### config.mk
export PLATFORM = sky130hd
export DESIGN_NAME = layer3_ctrl
export DESIGN_NICKNAME = d
export VERILOG_FILES = /design/src/rtl/layer3_ctrl.sv
export SDC_FILE = /design/constraint.sdc
export NUM_CORES = 1
export LEC_CHECK = 0
export ABC_CLOCK_PERIOD_IN_PS = 7300
export BUFFER_PORTS_ARGS = -buffer_cell sky130_fd_sc_hd__buf_2
export CAP_MARGIN = 10
export CORE_AREA = 2 2 257 259
export DETAILED_ROUTE_END_ITERATION = 12
export DIE_AREA = 0 0 259 261
export GPL_TIMING_DRIVEN = 0
export PLACE_DENSITY = 0.71
export SETUP_SLACK_MARGIN = 0.3
export SLEW_MARGIN = 20
export SYNTH_ARGS = -nofsm -noshare
export SYNTH_HDL_FRONTEND = slang
export SYNTH_SLANG_ARGS = --single-unit
### constraint.sdc
create_clock -name clk -period 7.3 [get_ports clk]
set_clock_uncertainty 0.1 [all_clocks]
set_input_delay 0.365 -clock clk [delete_from_list [all_inputs] [get_ports clk]]
set_output_delay 0.365 -clock clk [all_outputs]
set_load 0.01 [all_outputs]
### src/rtl/layer3_ctrl.sv
// layer3_ctrl -- sequencer around one fully-combinational network layer.
//
// It collects 10 activation words into R_bus, waits LAT cycles for the layer
// to settle, snapshots the 15 results from N_bus, then streams them out
// with a valid/ready handshake (N1 first).
//
// Parameters
//   LAT  cycles from a stable R_bus to valid N_bus results (1..15)
//   W    activation word width
//
// Ports
//   clk        system clock, rising edge
//   reset      asynchronous, active-low reset
//   in_valid   / in_ready / in_data    input word stream (ready only in LOAD)
//   R_bus      10 packed layer inputs, word k at [k*W +: W]
//   N_bus      15 packed layer results, word j-1 holds Nj
//   out_valid  / out_ready / out_data  result word stream
//   out_idx    index of out_data (0 = N1), out_last high with index 14
//   busy       high whenever a frame is partly loaded, settling or draining
//   frame_cnt  completed-frame counter (only with LAYER3_CTRL_PERF_EN)
//
// Optional feature: define LAYER3_CTRL_PERF_EN to add the frame_cnt port.

module layer3_ctrl #(
    parameter int LAT = 4,
    parameter int W   = 24
) (
    input  logic            clk,
    input  logic            reset,
    input  logic            in_valid,
    output logic            in_ready,
    input  logic [W-1:0]    in_data,
    output logic [10*W-1:0] R_bus,
    input  logic [15*W-1:0] N_bus,
    output logic            out_valid,
    input  logic            out_ready,
    output logic [W-1:0]    out_data,
    output logic [3:0]      out_idx,
    output logic            out_last,
`ifdef LAYER3_CTRL_PERF_EN
    output logic [15:0]     frame_cnt,
`endif
    output logic            busy
);

    typedef enum logic [1:0] {
        LOAD  = 2'd0,
        WAIT  = 2'd1,
        DRAIN = 2'd2
    } state_t;

    state_t       state;
    logic [3:0]   ld_cnt;
    logic [3:0]   wait_cnt;
    logic [3:0]   rd_idx;
    logic [3:0]   rd_next;
    logic         drain_done;
    logic [W-1:0] res_buf [15];

    assign rd_next    = rd_idx + 4'd1;
    assign drain_done = (state == DRAIN) && out_ready && (rd_idx == 4'd14);

    // Both are pure decodes of registered state, so they are glitch-free.
    assign in_ready = (state == LOAD);
    assign busy     = (state != LOAD) || (ld_cnt != 4'd0);

    // NOTE: every register here, including the result buffer, is assigned
    // with <= so all of them update together from the same pre-edge values;
    // the buffer is reset too because a reset must leave no stale results.
    always_ff @(posedge clk or negedge reset) begin
        if (!reset) begin
            state     <= LOAD;
            ld_cnt    <= '0;
            wait_cnt  <= '0;
            rd_idx    <= '0;
            R_bus     <= '0;
            out_valid <= 1'b0;
            out_data  <= '0;
            out_idx   <= '0;
            out_last  <= 1'b0;
            for (int i = 0; i < 15; i++) res_buf[i] <= '0;
        end else begin
            unique case (state)
                LOAD: begin
                    if (in_valid) begin
                        R_bus[ld_cnt*W +: W] <= in_data;
                        if (ld_cnt == 4'd9) begin
                            state    <= WAIT;
                            ld_cnt   <= '0;
                            wait_cnt <= 4'(LAT - 1);
                        end else begin
                            ld_cnt <= ld_cnt + 4'd1;
                        end
                    end
                end

                WAIT: begin
                    if (wait_cnt == 4'd0) begin
                        // Snapshot the settled layer outputs; later N_bus
                        // activity cannot reach the emitted words.
                        for (int j = 0; j < 15; j++) res_buf[j] <= N_bus[j*W +: W];
                        state     <= DRAIN;
                        rd_idx    <= '0;
                        out_valid <= 1'b1;
                        out_data  <= N_bus[W-1:0];
                        out_idx   <= '0;
                        out_last  <= 1'b0;
                    end else begin
                        wait_cnt <= wait_cnt - 4'd1;
                    end
                end

                DRAIN: begin
                    // Without a transfer every output register simply holds.
                    if (out_ready) begin
                        if (rd_idx == 4'd14) begin
                            state     <= LOAD;
                            rd_idx    <= '0;
                            out_valid <= 1'b0;
                            out_data  <= '0;
                            out_idx   <= '0;
                            out_last  <= 1'b0;
                        end else begin
                            rd_idx   <= rd_next;
                            out_data <= res_buf[rd_next];
                            out_idx  <= rd_next;
                            out_last <= (rd_next == 4'd14);
                        end
                    end
                end

                default: state <= LOAD;
            endcase
        end
    end

`ifdef LAYER3_CTRL_PERF_EN
    // Counts completed drains; 16-bit addition wraps 65535 -> 0.
    always_ff @(posedge clk or negedge reset) begin
        if (!reset) frame_cnt <= '0;
        else if (drain_done) frame_cnt <= frame_cnt + 16'd1;
    end
`endif

endmodule
### After elaboration in Yosys (flattened, before gate mapping)

Cells that the tools add are included.

| operators by class | value |
|---|---|
| $add $sub $neg | 4 |
| multipliers | 1 |
| order comparisons | 1 |
| equal/unequal tests | 11 |
| shift operators | 2 |
| mux-type cells | 31 |
| bitwise logic cells | 1 |
| reductions and logical operators | 13 |

Operators by type and width:

| kind | count |
|---|---|
| bitwise mux 240 bit | 1 |
| variable shift 24 x 34 -> 240 bit (first input constant) | 1 |
| variable part select 24 x 34 -> 240 bit | 1 |
| two-way mux 24 bit | 5 |
| binary-select mux 24 bit (select 4 bit) | 1 |
| one-hot mux 24 bit (2 select lines) | 1 |
| negator 9 -> 34 bit | 1 |
| two-way mux 4 bit | 7 |
| one-hot mux 4 bit (2 select lines) | 2 |
| == test 4 bit (second input constant) | 3 |
| two-way mux 2 bit | 5 |
| adder 4 x 1 -> 4 bit (second input constant) | 2 |
| inequality test 2 bit (second input constant) | 4 |
| AND reduction 4 bit | 2 |
| multiplier 4 x 2 -> 6 bit (second input constant) | 1 |
| two-way mux 1 bit | 6 |
| one-hot mux 2 bit (3 select lines) | 1 |
| nonzero test 2 bit | 3 |
| >= comparator 5 bit (second input constant) | 1 |
| NOT 4 -> 5 bit | 1 |
| AND reduction 5 bit | 1 |
| logical NOT 4 bit | 1 |
| inequality test 2 x 1 -> 1 bit (second input constant) | 2 |
| one-hot mux 1 bit (2 select lines) | 2 |
| 8 further kinds | 9 |

| word-level totals | value |
|---|---|
| register bits | 640 |
| bits of input ports | 388 |
| output and inout port bits | 272 |
| word-level logic and storage cells | 87 |

### Depth between registers and ports, before layout

| logic depth | value |
|---|---|
| depth after elaboration | 8 |
| depth in mapped cells | 16 |
| mapped depth without buffers | 11 |

### Worst setup path before layout

Ideal clock, no wire load.

| path | value |
|---|---|
| kind | flip-flop to flip-flop |
| start point | register ld_cnt[2] |
| end point | register R_bus[208] |
| setup time | 0.125 ns |
| arrival | 4.434 ns |
| data required time | 7.075 ns |
| slack | 2.641 ns |
| stages on the path, launching flop included | 17 |
| path buffers | 5 |
| period minus slack after synthesis | 4.659 ns |
| cells stage by stage | dfrtp_1 -> buf_1 -> inv_1 -> ha_1 -> buf_6 -> nor2_1 -> o21ai_0 -> nand2_1 -> and3_1 -> ha_1 -> clkbuf_1 -> and3_1 -> clkbuf_1 -> nand3b_1 -> clkbuf_1 -> nor3_2 -> mux2_2 |

| on the way | value |
|---|---|
| longest elaborated chain between the ends | 4 |
| elaborated cells on any way between the ends | 5 |
| those cells by class | 1 x add/sub; 1 x mul; 2 x shift; 1 x mux |

Ends and longest elaborated chain:

| element | RTL line | source |
|---|---|---|
| start: declaration | 53 | `logic [3:0] ld_cnt;` |
| start signal: assignment | 92 | `ld_cnt <= ld_cnt + 4'd1;` |
| multiplier 4 x 2 -> 6 bit * | 86 | `R_bus[ld_cnt*W +: W] <= in_data;` |
| negator 9 -> 34 bit * | 86 |  |
| variable part select 24 x 34 -> 240 bit or variable shift 24 x 34 -> 240 bit (tied branches) | 86 |  |
| bitwise mux 240 bit * | 86 |  |
| end signal: indexed assignment | 86 |  |
| end: declaration | 33 | `output logic [10*W-1:0] R_bus,` |

Mark *: on every way between the ends. The rest lies on a longest branch, timed or not.
A chain may end at the register's enable or synchronous reset.

### Final worst setup path

| path | value |
|---|---|
| start point | register ld_cnt[2] |
| end point | register R_bus[214] |

The elaborated chain is that of the path after synthesis.

==> metrics <==
cells along the critical path=buf_1 -> inv_1 -> ha_1 -> buf_6 -> nor2_1 -> o21ai_0 -> nand2_1 -> and3_1 -> ha_1 -> clkbuf_1 -> and3_1 -> clkbuf_1 -> nand3b_1 -> clkbuf_1 -> nor3_2 -> mux2_2; leakage power total=0.0189 uW; CTS tree=yes; vias in the first global route=25763; Post-route DRC=0; Area Growth Syn to Fin=35.7%; Tightest Pin Transition=1.13 ns; clock tree sinks=640; Final setup viols=0; slowest stage delay, CP=0.75 ns; FF-to-FF path depth=16; Cell variety after synth=69; most frequent cells in the layout=657 x buf_2, 640 x dfrtp_1, 552 x mux2_2; Bufs on Longest Clock Path=3; port buffer count=647; fin crit share=82.2%; hold crit path type=in -> reg; Hold WS=0.0479 ns; leading cell type in the layout, fill and taps excluded=buf_2; FF/Latch Area=16000 um^2; Row Count=94; CTS Buf Count=70; I/O pin total=660; Worst path depth=16; number of enable flip-flop cells after synthesis=0; clock latency on the worst-skew pair=0.62 ns; hold_sp=out_ready; Fmax=167 MHz; worst-path maximum fanout=10; antenna violations before repair=25; Synth Area per Inst=14.0 um^2; Final Non-Filler Cells=4131; Final Hold Viols=0; Worst R2R End=R_bus[214]; Critical Path RT=7.69 ns; Clk pin slew, worst setup/hold paths=0.06 ns; max-slew violation count=0; flop2flop setup slack=1.30 ns; Cells after Synth=2106; Detail Placement HPWL=78400 um; Crit. End Element=flip-flop; Mapped Area=29600 um^2; crit path buf inv count=6; die area=67600 um^2; max_slew headroom=24.1%; Layout fillers=4748; shortest period the worst path allows=6.00 ns; Vias/cell=5.73; area of the multi-input gates=12900 um^2; Die Width=259 um; syn_nets=2509; Core Area=65000 um^2; RSZ-0062 raised after global routing=false; layout cell share with drive strength beyond 1=45.4%; Post-DRT Antenna Nets=0; status=completed; RD Place Congestion=0.950; largest net degree at the start of global routing=104; wire per inst=26.6 um; post-synthesis sequential area ratio=54.2%; Initial Utilization=45.4%; total global-route track usage=32.0%; crit path max-delay cell type=nor3_2; first-pass GRT wire length=161000 um; DP Cell Count=3623; H-tree levels=3; critical path arrival=6.39 ns; CTS resizes=0; nets@finish=3595; Max Cap Violations=0; CP Class=reg -> reg; Via Count=23654; drt pass-1 iters=5; Yosys reg bits=640; CP most frequent cell=clkbuf_1; grt ovf=0; peak supply drop=0.227 mV; Power Density=370 nW/um^2; reg-to-reg startpoint=ld_cnt[2]; Setup crit start kind=flip-flop; Die Y=261 um; Routed WL=110000 um; Hold Path Stages=4; Yosys Warn Count=0; top_reg_cell synth=dfrtp_1; Crit path max-delay family=buffers and inverters; worst hold path endpoint=state[1]; initial drt markers=1769; Async S/R FF share, synth=100%; CTS Root Cell=clkbuf_16
## sequential cells by signal, indices dropped and copies added (netlist names)
name	cells
out_valid	1
res_buf	360
state	2
rd_idx	4
wait_cnt	4
out_data	24
R_bus	240
ld_cnt	4
out_last	1
## cells by family after synthesis
| kind of cell | share of synthesized area [%] |
|---|---|
| muxes | 31.1 |
| DFF | 54.2 |
| and+or+nand+nor | 5.15 |
| AOI/OAI and AO/OA | 6.31 |
| buffers and inverters | 2.25 |
| adders and majority gates | 0.660 |
| xor gates and xnor gates | 0.385 |
## worst reg2reg max path, delay by kind of cell, from the launching register on
| kind | cells | cell delay (ns) |
|---|---|---|
| and+or+nand+nor | 6 | 1.78 |
| buffers and inverters | 6 | 1.90 |
| adders and majority gates | 2 | 0.65 |
| DFF | 1 | 0.48 |
| AOI/OAI and AO/OA | 1 | 0.53 |
| muxes | 1 | 0.43 |
## final cells by class
class,instances,share of cell area (%)
flip-flops and latches,640,39.9
multi-input cells,1300,32.1
repair buffers,1014,17.5
clock buffers,103,5.21
well taps,864,2.70
plain buffers,137,1.39
clock inverters,19,0.674
inverters,29,0.271
diodes,25,0.156
## synthesized netlist by cell type (4+ instances only)
| master | instances | area [um^2] |
|---|---|---|
| and3_1 | 10 | 62.6 |
| mux2i_1 | 67 | 671 |
| and2_1 | 8 | 50.1 |
| nor2_1 | 62 | 233 |
| dfrtp_1 | 640 | 16000 |
| or4_1 | 4 | 30.0 |
| nor3_1 | 10 | 50.1 |
| nand2b_1 | 8 | 50.1 |
| a221o_1 | 12 | 120 |
| ha_1 | 14 | 175 |
| nor3_4 | 7 | 114 |
| xnor2_1 | 4 | 35.0 |
| o21ai_0 | 93 | 465 |
| xor2_1 | 4 | 35.0 |
| inv_1 | 28 | 105 |
| buf_2 | 10 | 50.1 |
| nand3_1 | 14 | 70.1 |
| a211oi_1 | 5 | 37.5 |
| clkbuf_1 | 99 | 372 |
| a22oi_1 | 41 | 308 |
| mux4_2 | 96 | 2160 |
| or3_1 | 4 | 25.0 |
| mux2_2 | 552 | 6220 |
| nor4_4 | 5 | 106 |
| buf_4 | 4 | 30.0 |
| a22o_1 | 19 | 166 |
| o31ai_1 | 4 | 30.0 |
| o2bb2ai_1 | 27 | 236 |
| a21o_1 | 7 | 52.6 |
| nor3_2 | 7 | 70.1 |
| buf_1 | 22 | 82.6 |
| a21oi_1 | 25 | 125 |
| nor2b_1 | 11 | 68.8 |
| nand2_1 | 124 | 465 |
| mux2_4 | 8 | 120 |
## per-layer routing
layer / GRT usage, % / routed length (um) / up-vias
li1: - / - / 9936
met1: 35.0 / 38500 / 11996
met2: 55.9 / 55200 / 1285
met3: 7.38 / 8240 / 427
met4: 21.4 / 7840 / 10
met5: 0 / 53 / -
## stage by stage
step,total power [uW],area [um^2],worst slack (ns),util [%],TNS (ns)
after global routing,15500,40100,0.972,61.6,0
after global placement,10700,33900,-6.96,52.1,-4365.81
after CTS,14700,40000,1.38,61.5,0
after floorplan,8770,29600,2.64,-,0
after detailed placement,10900,34100,1.35,52.4,0
final,14800,40100,1.30,61.7,0
## power breakdown
part	internal, uW	total, uW	leakage [uW]	switching, uW
Combinational	2480	5840	0.00981	3370
Clock	2140	3660	0.00115	1520
Sequential	4660	5330	0.00793	671
## worst max path at each step
stage / start / to / slack (ns)
2_1_floorplan: ld_cnt[2] / R_bus[208] / 2.64
3_3_place_gp: reset / res_buf[204] / -6.96
3_5_place_dp: ld_cnt[2] / R_bus[209] / 1.35
4_1_cts: ld_cnt[2] / R_bus[214] / 1.38
5_1_grt: ld_cnt[2] / R_bus[209] / 0.97
6_report: ld_cnt[2] / R_bus[214] / 1.30
## what timing repair did
| item | 4_1_cts | 5_1_grt |
|---|---|---|
| hold buffers | 361 | 0 |
| hold endpoints to repair | 451 | 0 |
| setup endpoints to repair | 0 | 0 |
| setup buffers | 0 | 0 |
Power figures use the tool's default switching activity.
